`src/rtl/spi_rx_pkg.sv`:
```
// Shared types, constants and helpers for the SPI sample receiver.
package spi_rx_pkg;

    typedef enum logic [0:0] {
        StIdle,
        StShift
    } rx_state_e;

    localparam int unsigned SyncDepth          = 2;
    localparam int unsigned DefaultWordW       = 12;
    localparam int unsigned DefaultIdleTimeout = 64;

    // Modes 0 and 3 sample on the rising SCLK edge, modes 1 and 2 on the falling edge.
    function automatic bit sample_on_rise(input bit cpol, input bit cpha);
        return cpol == cpha;
    endfunction

endpackage

```
`src/rtl/spi_rx_sync.sv`:
```
// Multi-flop synchronizer for asynchronous SPI pins, with a configurable reset value.
module spi_rx_sync
    import spi_rx_pkg::*;
#(
    parameter int unsigned      Width    = 1,
    parameter logic [Width-1:0] ResetVal = '0
) (
    input  logic             clk,
    input  logic             rst_n,
    input  logic [Width-1:0] d_i,
    output logic [Width-1:0] q_o
);

    logic [SyncDepth-1:0][Width-1:0] stage_q;

    // Shift the pin value through the synchronizer chain.
    always_ff @(posedge clk) begin
        if (!rst_n) begin
            stage_q <= {SyncDepth{ResetVal}};
        end else begin
            stage_q <= {stage_q[SyncDepth-2:0], d_i};
        end
    end

    assign q_o = stage_q[SyncDepth-1];

endmodule

```
`src/rtl/spi_sample_receiver.sv`:
```
// SPI slave receiver: oversamples SCLK/MOSI/CS_n, deserialises MSB-first words and
// presents them on a valid/ready interface with overrun and framing-error status.
// WORD_W must be at least 2.
module spi_sample_receiver
    import spi_rx_pkg::*;
#(
    parameter int unsigned WORD_W       = DefaultWordW,
    parameter bit          CPOL         = 1'b0,
    parameter bit          CPHA         = 1'b0,
    parameter bit          USE_CS       = 1'b1,
    parameter int unsigned IDLE_TIMEOUT = DefaultIdleTimeout
) (
    input  logic              clk,
    input  logic              rst_n,
    input  logic              spi_sclk_i,
    input  logic              spi_mosi_i,
    input  logic              spi_cs_n_i,
    input  logic              rx_ready_i,
    input  logic              clr_overrun_i,
    output logic [WORD_W-1:0] rx_data_o,
    output logic              rx_valid_o,
    output logic              overrun_o,
    output logic              frame_err_o,
    output logic              busy_o,
    output logic [15:0]       word_cnt_o
);

    localparam int unsigned     CntW       = $clog2(WORD_W + 1);
    localparam logic [CntW-1:0] LastBit    = CntW'(WORD_W - 1);
    localparam logic [15:0]     IdleLast   = 16'(IDLE_TIMEOUT - 1);
    localparam bit              SampleRise = sample_on_rise(CPOL, CPHA);

    logic sclk_s, mosi_s, cs_n_s;
    logic sclk_prev_q;
    logic edge_rise, edge_fall, sample_edge, cs_active;

    spi_rx_sync #(
        .Width    (1),
        .ResetVal (CPOL)
    ) u_sync_sclk (
        .clk   (clk),
        .rst_n (rst_n),
        .d_i   (spi_sclk_i),
        .q_o   (sclk_s)
    );

    spi_rx_sync #(
        .Width    (1),
        .ResetVal (1'b0)
    ) u_sync_mosi (
        .clk   (clk),
        .rst_n (rst_n),
        .d_i   (spi_mosi_i),
        .q_o   (mosi_s)
    );

    spi_rx_sync #(
        .Width    (1),
        .ResetVal (1'b1)
    ) u_sync_cs_n (
        .clk   (clk),
        .rst_n (rst_n),
        .d_i   (spi_cs_n_i),
        .q_o   (cs_n_s)
    );

    // Third sclk flop, used only for edge detection.
    always_ff @(posedge clk) begin
        if (!rst_n) begin
            sclk_prev_q <= CPOL;
        end else begin
            sclk_prev_q <= sclk_s;
        end
    end

    assign edge_rise   = sclk_s & ~sclk_prev_q;
    assign edge_fall   = ~sclk_s & sclk_prev_q;
    assign sample_edge = SampleRise ? edge_rise : edge_fall;
    assign cs_active   = !USE_CS || !cs_n_s;

    rx_state_e         state_q, state_d;
    logic [CntW-1:0]   bit_cnt_q, bit_cnt_d;
    logic [WORD_W-2:0] shreg_q, shreg_d;
    logic [15:0]       idle_cnt_q, idle_cnt_d;
    logic              frame_err_q, frame_err_d;
    logic              word_done;
    logic [WORD_W-1:0] word_next;

    // Deserialiser FSM: shift on sample edges, finish on the last bit, abort on cs loss/timeout.
    always_comb begin
        state_d     = state_q;
        bit_cnt_d   = bit_cnt_q;
        shreg_d     = shreg_q;
        idle_cnt_d  = idle_cnt_q;
        frame_err_d = 1'b0;
        word_done   = 1'b0;
        word_next   = {shreg_q, mosi_s};
        unique case (state_q)
            StIdle: begin
                idle_cnt_d = '0;
                if (sample_edge && cs_active) begin
                    shreg_d   = word_next[WORD_W-2:0];
                    bit_cnt_d = CntW'(1);
                    state_d   = StShift;
                end
            end
            StShift: begin
                if (sample_edge && (bit_cnt_q == LastBit)) begin
                    // The final bit wins over a cs release seen in the same cycle.
                    word_done  = 1'b1;
                    bit_cnt_d  = '0;
                    idle_cnt_d = '0;
                    state_d    = StIdle;
                end else if (!cs_active || (!sample_edge && (idle_cnt_q == IdleLast))) begin
                    frame_err_d = 1'b1;
                    bit_cnt_d   = '0;
                    idle_cnt_d  = '0;
                    state_d     = StIdle;
                end else if (sample_edge) begin
                    shreg_d    = word_next[WORD_W-2:0];
                    bit_cnt_d  = bit_cnt_q + CntW'(1);
                    idle_cnt_d = '0;
                end else begin
                    idle_cnt_d = idle_cnt_q + 16'd1;
                end
            end
            default: state_d = StIdle;
        endcase
    end

    logic [WORD_W-1:0] rx_data_q, rx_data_d;
    logic              rx_valid_q, rx_valid_d;
    logic              overrun_q, overrun_d;
    logic [15:0]       word_cnt_q, word_cnt_d;
    logic              handshake, load;

    assign handshake = rx_valid_q & rx_ready_i;
    assign load      = word_done & (~rx_valid_q | rx_ready_i);

    // Holding register: load a finished word if the slot is free or being drained, else drop it.
    always_comb begin
        rx_data_d  = rx_data_q;
        rx_valid_d = rx_valid_q;
        overrun_d  = overrun_q;
        word_cnt_d = word_cnt_q;
        if (handshake) begin
            rx_valid_d = 1'b0;
            word_cnt_d = word_cnt_q + 16'd1;
        end
        if (load) begin
            rx_data_d  = word_next;
            rx_valid_d = 1'b1;
        end
        if (clr_overrun_i) begin
            overrun_d = 1'b0;
        end
        if (word_done && !load) begin
            overrun_d = 1'b1;
        end
    end

    // State and output registers.
    always_ff @(posedge clk) begin
        if (!rst_n) begin
            state_q     <= StIdle;
            bit_cnt_q   <= '0;
            shreg_q     <= '0;
            idle_cnt_q  <= '0;
            frame_err_q <= 1'b0;
            rx_data_q   <= '0;
            rx_valid_q  <= 1'b0;
            overrun_q   <= 1'b0;
            word_cnt_q  <= '0;
        end else begin
            state_q     <= state_d;
            bit_cnt_q   <= bit_cnt_d;
            shreg_q     <= shreg_d;
            idle_cnt_q  <= idle_cnt_d;
            frame_err_q <= frame_err_d;
            rx_data_q   <= rx_data_d;
            rx_valid_q  <= rx_valid_d;
            overrun_q   <= overrun_d;
            word_cnt_q  <= word_cnt_d;
        end
    end

    assign rx_data_o   = rx_data_q;
    assign rx_valid_o  = rx_valid_q;
    assign overrun_o   = overrun_q;
    assign frame_err_o = frame_err_q;
    assign busy_o      = (state_q == StShift);
    assign word_cnt_o  = word_cnt_q;

endmodule

```
`config.mk`:
```
export PLATFORM = sky130hd
export DESIGN_NAME = spi_sample_receiver
export DESIGN_NICKNAME = d
export VERILOG_FILES = /design/src/rtl/spi_rx_pkg.sv /design/src/rtl/spi_rx_sync.sv /design/src/rtl/spi_sample_receiver.sv
export SDC_FILE = /design/constraint.sdc
export NUM_CORES = 1
export LEC_CHECK = 0
export BUFFER_PORTS_ARGS = -buffer_cell sky130_fd_sc_hd__buf_2
export CAP_MARGIN = 20
export CELL_PAD_IN_SITES_DETAIL_PLACEMENT = 0
export CELL_PAD_IN_SITES_GLOBAL_PLACEMENT = 2
export CORE_MARGIN = 2
export CORE_UTILIZATION = 38
export CTS_CLUSTER_DIAMETER = 120
export DETAILED_ROUTE_END_ITERATION = 16
export PLACE_DENSITY_LB_ADDON = 0.1
export SYNTH_ARGS = -nofsm -noshare
export SYNTH_HDL_FRONTEND = slang
export SYNTH_SLANG_ARGS = --single-unit
```
`constraint.sdc`:
```
create_clock -name clk -period 4.35 [get_ports clk]
set_clock_uncertainty 0.1 [all_clocks]
set_input_delay 0 -clock clk [delete_from_list [all_inputs] [get_ports clk]]
set_output_delay 0 -clock clk [all_outputs]
set_load 0.01 [all_outputs]
```
==> results_dict.tcl, run 1 <==
set metrics [dict create \
    arrival_time_of_data_at_the_critical_path_endpoint_ps 2410 \
    final_cells 458 \
    drcViolationCount 0 \
    antenna_violations_before_repair 0 \
    numCtsBuffers 9 \
    vdd_drop_max_v 0.0001163 \
    n_antenna_cell 0 \
    global_route.overflow_total 0 \
    worst_slew_margin_rel 0.2828 \
    timing.fmax_mhz 430.6 \
    finalCritPeriodShare 0.5339 \
    status "complete, no violations" \
    drt_first_iter_violations 76 \
    synth_area_leaders "sky130_fd_sc_hd__dfxtp_1 (47%), sky130_fd_sc_hd__mux2i_1 (7.7%), sky130_fd_sc_hd__nor2_1 (4.8%)" \
    drt_first_pass_iters 4 \
    grt_first_pass_wirelength_um 9991 \
    synthesis.yosys.warnings 0 \
    worstMarginPinSlew_ps 1076 \
    portion_of_netlist_area_occupied_by_mux_cells 0.07734 \
    grt_setup_unrepaired "false" \
    adder_and_majority_cell_fraction_of_the_synthesized_area 0.01261 \
    per_cell_routed_wire_length_um 12.79 \
    synth.avg_cell_area_um2 9.759 \
    dp_cells 434 \
    fin_crit_ps 2323 \
    first_global_vias 2105 \
    layout.nets 362 \
    dieArea_um2 8557 \
    whs_ps 323.3 \
    postSynth.asyncResetShare 0 \
    fill_cells 777 \
    grt.met1_usage 0.2020 \
    gp_routability_congestion 0.7412 \
    track_usage 0.1479 \
    grt.met2_usage 0.2184 \
    maxCapViolCount 0 \
    synth_largest_area_cell "sky130_fd_sc_hd__dfxtp_1" \
    syn_area_um2 2977 \
    drive_above_1_share 0.1994 \
    totalWireLength_um 5856 \
    fin_setup_tns_ps 0 \
    hold_violations 0 \
    power_per_cell_area_nw_per_um2 337.6 \
    postSynthCellCount 305 \
    holdCritPathClass "reg2reg" \
    p_leak_nw 1.372 \
    yosys.area_share.xor_xnor 0.06179 \
    detail_route_antenna_nets 0 \
    placementRows 32 \
    viasPerCell 5.041 \
    worst_setup_path_start_kind "flop" \
    areaGrowthSynthToFinish_pct 17.57 \
    chipWidth_um 92.51 \
    maximum_number_of_pins_on_one_net_before_global_route_repair 45 \
    slew_viol_final 0 \
    synth.top_cells.by_count "sky130_fd_sc_hd__dfxtp_1 (70), sky130_fd_sc_hd__nor2_1 (38), sky130_fd_sc_hd__mux2i_1 (23)" \
    net_count_synth 315 \
    place_worst_setup_slack_ps 2011 \
    final_cell_area_um2 3500 \
    seq_area_frac_synth 0.4708 \
    clock_path_buffers 2 \
    multi_input_comb_area_um2 1465 \
    crit_fanout 16 \
    clock_insertion_delay_worst_skew_ps 340 \
    worst_setup_hold_path_clk_slew_ps 70 \
    post-synth-top-count-cell "sky130_fd_sc_hd__dfxtp_1" \
    postPlaceCellArea_um2 3222 \
    clock_tree_from_tritoncts "done" \
    design.core.area_um2 7647 \
    cts_num_sinks 70 \
    design.portCount 39 \
    postLayoutSetupSlackWorst_ps 2027 \
    setup_viol_count_final 0 \
    compound_gate_fraction_of_synth_area 0.06683 \
    buffer_ports.inserted 38 \
    fp.dieH_um 92.51 \
    setup.worst_path.end_class "flop" \
    dominantRegCellSynth "sky130_fd_sc_hd__dfxtp_1" \
    number_of_flops_mapped_to_enable_cells_by_yosys 0 \
    htreeDepth 3 \
    ff_latch_area_um2 1401 \
    synth_largest_type_area_fraction 0.4708 \
    largest_family_of_logic_cells_by_synthesized_area "simple AND/OR/NAND/NOR gates" \
    global_routing_usage_on_met3 0.03173 \
    synth_simple_gate_area_frac 0.2736 \
    worst-setup-path-type "reg2reg" \
    vias 2309 \
    initial_utilization 0.3892 \
    cts_resized 0 \
    dp_hpwl_um 3957 \
    synth_cell_type_count 50 \
    ys_ff_latch 70 \
    ctsRootBufferMaster "sky130_fd_sc_hd__clkbuf_8" \
    grt_most_used_layer "met2" \
    worst-endpoint-required_ps 4440 \
]
## area by class of cell
| type | instances | share of cell area |
|---|---|---|
| multi-input cells | 217 | 0.4187 |
| clock buffers | 10 | 0.03933 |
| clock inverters | 5 | 0.01430 |
| inverters | 4 | 0.004290 |
| repair buffers | 50 | 0.08652 |
| well taps | 102 | 0.03647 |
| flip-flops and latches | 70 | 0.4004 |
## sequential cells by signal, indices dropped and copies added (netlist names), 4 cells and up
name        cells
idle_cnt_q     16
word_cnt_o     16
shreg_q        11
bit_cnt_q       4
rx_data_o      12
## layout by cell type, fill, tap and decap left out, types with 2 or more instances in the layout
cell type and count:
sky130_fd_sc_hd__dfxtp_1 70, sky130_fd_sc_hd__nor2_1 38, sky130_fd_sc_hd__buf_2 38, sky130_fd_sc_hd__mux2i_1 23, sky130_fd_sc_hd__nand2_1 16, sky130_fd_sc_hd__xor2_1 14, sky130_fd_sc_hd__nand3_1 13, sky130_fd_sc_hd__a21oi_1 12
sky130_fd_sc_hd__clkbuf_8 10, sky130_fd_sc_hd__dlygate4sd3_1 9, sky130_fd_sc_hd__nand4_1 8, sky130_fd_sc_hd__nor2_4 8, sky130_fd_sc_hd__xnor2_1 7, sky130_fd_sc_hd__and4_1 6, sky130_fd_sc_hd__nor3_1 6, sky130_fd_sc_hd__and2_1 6
sky130_fd_sc_hd__o21ai_0 6, sky130_fd_sc_hd__nand2b_1 5, sky130_fd_sc_hd__o31ai_1 5, sky130_fd_sc_hd__or4_1 5, sky130_fd_sc_hd__nor2b_1 4, sky130_fd_sc_hd__clkinv_2 4, sky130_fd_sc_hd__nor4_1 3, sky130_fd_sc_hd__inv_1 3
sky130_fd_sc_hd__nand3b_1 3, sky130_fd_sc_hd__ha_1 3, sky130_fd_sc_hd__buf_4 3, sky130_fd_sc_hd__nor3b_1 2, sky130_fd_sc_hd__nor2_2 2, sky130_fd_sc_hd__and3_1 2, sky130_fd_sc_hd__a311oi_1 2
## kinds of logic (layout without fill, tap and decap cells)
family	count (synthesis)	count (layout)
and+or+nand+nor	138	138
DFF	70	70
AOI/OAI and AO/OA	32	32
adders and majority gates	3	3
buffers and inverters	18	69
xor gates and xnor gates	21	21
muxes	23	23
## timing repair
| item | 4_1_cts | 5_1_grt |
|---|---|---|
| setup buffers | 0 | 0 |
| hold buffers | 9 | 0 |
| hold endpoints to repair | 15 | 0 |
## through the flow
| step | utilization | total power (W) |
|---|---|---|
| floorplan | - | 0.0006715 |
| global placement | 0.4213 | 0.0006801 |
| detailed placement | 0.4213 | 0.0006799 |
| CTS | 0.4576 | 0.001195 |
| global route | 0.4576 | 0.001230 |
| finish | 0.4576 | 0.001181 |
## critical path, stage by stage (launching register included)
cell and delay [ps]:
sky130_fd_sc_hd__dfxtp_1 380, sky130_fd_sc_hd__ha_1 230, sky130_fd_sc_hd__and4_4 280, sky130_fd_sc_hd__nand4_2 130, sky130_fd_sc_hd__or4b_1 930, sky130_fd_sc_hd__nor2_1 110
## path summary, 6_finish.rpt
path         slack, ps                               from                    endpoint  depth (start not counted)
max               2030           idle_cnt_q[0]$_SDFF_PP0_   idle_cnt_q[12]$_SDFF_PP0_                          5
min                320  u_sync_cs_n.stage_q[0]$_SDFF_PN1_  u_sync_cs_n.q_o$_SDFF_PN1_                          1
max reg2reg       2030           idle_cnt_q[0]$_SDFF_PP0_   idle_cnt_q[12]$_SDFF_PP0_                          5
min reg2reg        320  u_sync_cs_n.stage_q[0]$_SDFF_PN1_  u_sync_cs_n.q_o$_SDFF_PN1_                          1
## power by group
part	switching [W]	internal [W]
Combinational	0.0000139	0.0000112
Clock	0.000238	0.000273
Sequential	0.00000187	0.000643
## layer usage
metal	wire length, um	vias up
met1	2924	1084
met5	0	-
met3	239	11
li1	-	1165
met4	121	0
met2	2571	49
(Power assumes the default switching activity.)
==> run 2, diff against run 1 <==
--- a/config.mk
+++ b/config.mk
@@ -5,12 +5,13 @@
 export SDC_FILE = /design/constraint.sdc
 export NUM_CORES = 1
 export LEC_CHECK = 0
+export ABC_AREA = 1
 export BUFFER_PORTS_ARGS = -buffer_cell sky130_fd_sc_hd__buf_2
 export CAP_MARGIN = 20
 export CELL_PAD_IN_SITES_DETAIL_PLACEMENT = 0
 export CELL_PAD_IN_SITES_GLOBAL_PLACEMENT = 2
 export CORE_MARGIN = 2
-export CORE_UTILIZATION = 38
+export CORE_UTILIZATION = 33
 export CTS_CLUSTER_DIAMETER = 120
 export DETAILED_ROUTE_END_ITERATION = 16
 export PLACE_DENSITY_LB_ADDON = 0.1
==> constraint.sdc (replaced) <==
create_clock -name clk -period 2.2 [get_ports clk]
set_clock_uncertainty 0.1 [all_clocks]
set_input_delay 0 -clock clk [delete_from_list [all_inputs] [get_ports clk]]
set_output_delay 0 -clock clk [all_outputs]
set_load 0.01 [all_outputs]
==> run 2 against run 1 <==
  * Final area is 1.3% higher
  * Non-clock buffer count stayed put
  * Synthesized cell count is 27% higher
  * Flip-flop and latch count stayed put
  * Critical endpoint is now overrun_o$_SDFFE_PN0P_
  * Sequential power is 98% higher
==> results_dict.tcl, run 2 <==
set metrics [dict create \
    placementRows 34 \
    htreeDepth 3 \
    synth.avg_cell_area_um2 7.717 \
    mostFrequentLayoutCells "sky130_fd_sc_hd__dfxtp_1 (70), sky130_fd_sc_hd__nor2_1 (64), sky130_fd_sc_hd__nand2_1 (61), sky130_fd_sc_hd__inv_1 (43), sky130_fd_sc_hd__buf_2 (38)" \
    synth_area_leaders "sky130_fd_sc_hd__dfxtp_1 (47%), sky130_fd_sc_hd__nor2_1 (8.0%), sky130_fd_sc_hd__nand2_1 (7.6%)" \
    clock_path_buffers 2 \
    synthesis.yosys.warnings 0 \
    seq_area_frac_synth 0.4680 \
    worst_setup_hold_path_clk_slew_ps 70 \
    worst-setup-path-type "reg2reg" \
    p_leak_nw 1.516 \
    setup.worst_path.end_class "flop" \
    dp_hpwl_um 4489 \
    totalWireLength_um 6469 \
    dominantRegCellSynth "sky130_fd_sc_hd__dfxtp_1" \
    post-synth-top-count-cell "sky130_fd_sc_hd__dfxtp_1" \
    synth_largest_area_cell "sky130_fd_sc_hd__dfxtp_1" \
    postSynthCellCount 388 \
    grt_setup_unrepaired "false" \
    drcViolationCount 0 \
    drive_above_1_share 0.1851 \
    drt_first_pass_iters 4 \
    areaGrowthSynthToFinish_pct 18.39 \
    fin_total_pwr_w 0.002318 \
    first_global_vias 2303 \
    worst_setup_path_start_kind "flop" \
    commonest_non_fill_non_tap_cell_in_the_layout "sky130_fd_sc_hd__dfxtp_1" \
    chipWidth_um 99.25 \
    net_count_synth 398 \
    fin_crit_ps 1905 \
    design.core.area_um2 8763 \
    final_cell_area_um2 3545 \
    syn_area_um2 2994 \
    numCtsBuffers 9 \
    holdCritPathClass "in2reg" \
    fin_setup_tns_ps 0 \
    clock_tree_from_tritoncts "done" \
    grt_first_pass_wirelength_um 11010 \
    status "complete, no violations" \
    arrival_time_of_data_at_the_critical_path_endpoint_ps 2090 \
    maximum_number_of_pins_on_one_net_before_global_route_repair 24 \
    maxCapViolCount 0 \
    vdd_drop_max_v 0.0002687 \
    clock_insertion_delay_worst_skew_ps 340 \
    timing.fmax_mhz 525.0 \
    n_antenna_cell 0 \
    worst_slew_margin_rel 0.6452 \
    buffer_ports.inserted 38 \
    slew_viol_final 0 \
    crit_fanout 3 \
    worst-endpoint-required_ps 2380 \
    worstMarginPinSlew_ps 531.6 \
    fp.dieH_um 99.25 \
    power_per_cell_area_nw_per_um2 654.0 \
    ys_ff_latch 70 \
    drt_first_iter_violations 85 \
    dieArea_um2 9851 \
    synth_largest_type_area_fraction 0.4680 \
    number_of_flops_mapped_to_enable_cells_by_yosys 0 \
    setup_viol_count_final 0 \
    synth.top_cells.by_count "sky130_fd_sc_hd__dfxtp_1 (70), sky130_fd_sc_hd__nor2_1 (64), sky130_fd_sc_hd__nand2_1 (61)" \
    initial_utilization 0.3417 \
    finalCritPeriodShare 0.8658 \
    design.portCount 39 \
    layout.nets 448 \
    synth_cell_type_count 37 \
    global_route.overflow_total 0 \
    viasPerCell 4.528 \
    track_usage 0.1388 \
    postPlaceCellArea_um2 3279 \
    cts_num_sinks 70 \
    antenna_violations_before_repair 0 \
    per_cell_routed_wire_length_um 11.74 \
    vias 2495 \
    gp_routability_congestion 0.7162 \
    ctsRootBufferMaster "sky130_fd_sc_hd__clkbuf_8" \
    hold_violations 0 \
    postSynth.asyncResetShare 0 \
    cts_resized 0 \
    detail_route_antenna_nets 0 \
]
run 2: path summary, 6_finish.rpt:
path,start,cells after the start,to,slack [ps]
max,bit_cnt_q[1]$_SDFFE_PN0P_,8,overrun_o$_SDFFE_PN0P_,300
min,spi_mosi_i,4,u_sync_mosi.stage_q[0]$_SDFF_PN0_,280
max reg2reg,bit_cnt_q[1]$_SDFFE_PN0P_,8,overrun_o$_SDFFE_PN0P_,300
min reg2reg,u_sync_cs_n.stage_q[0]$_SDFF_PN1_,1,u_sync_cs_n.q_o$_SDFF_PN1_,310
run 2: power breakdown:
part	switching, W	internal, W
Combinational	0.0000412	0.0000279
Sequential	0.00000497	0.00128
Clock	0.000474	0.000494
run 2: metrics by stage:
step | util | worst slack [ps] | hold slack (ps) | instances
after floorplan | - | 608.2 | -2.369 | 388
after global placement | 0.3742 | 484.1 | 85.11 | 527
after detailed placement | 0.3742 | 479.5 | 97.73 | 527
after CTS | 0.4045 | 291.5 | 268.2 | 551
after global routing | 0.4045 | 193.3 | 284.3 | 551
final | 0.4045 | 295.2 | 281.9 | 551
run 2: worst max-delay path: stages, from the launching register on:
cell and delay, ps:
sky130_fd_sc_hd__dfxtp_1 360, sky130_fd_sc_hd__ha_1 190, sky130_fd_sc_hd__nand3_1 90, sky130_fd_sc_hd__nor2_2 120, sky130_fd_sc_hd__nand2_1 110, sky130_fd_sc_hd__inv_1 120
sky130_fd_sc_hd__nand2_1 70, sky130_fd_sc_hd__a21oi_1 130, sky130_fd_sc_hd__dlygate4sd3_1 560
run 2: layout make-up:
type,count,area [um2]
multi-input cells,263,1358
repair buffers,50,300.3
fillers,936,5219
well taps,108,135.1
clock inverters,4,20.02
flip-flops and latches,70,1401
clock buffers,12,165.2
inverters,44,165.2
run 2: kinds of logic after synthesis:
kind of cell / after synthesis / synth area share
buffers and inverters: 55 / 0.07856
adder cells (fa/ha/maj): 3 / 0.01254
XOR/XNOR: 12 / 0.03510
AO/OA/AOI/OAI: 56 / 0.09695
AND/OR/NAND/NOR: 192 / 0.3088
flip-flops: 70 / 0.4680
run 2: metal layers:
metal,GRT usage,up-vias,routed length (um)
li1,-,1341,-
met1,0.1852,1121,3333
met2,0.2131,27,2874
met3,0.03865,6,199
met4,0.05479,0,61
met5,0,-,0
run 2: repair_timing:
item,4_1_cts,5_1_grt
setup endpoints to repair,0,0
hold endpoints to repair,20,0
setup buffers,0,0
hold buffers,8,0
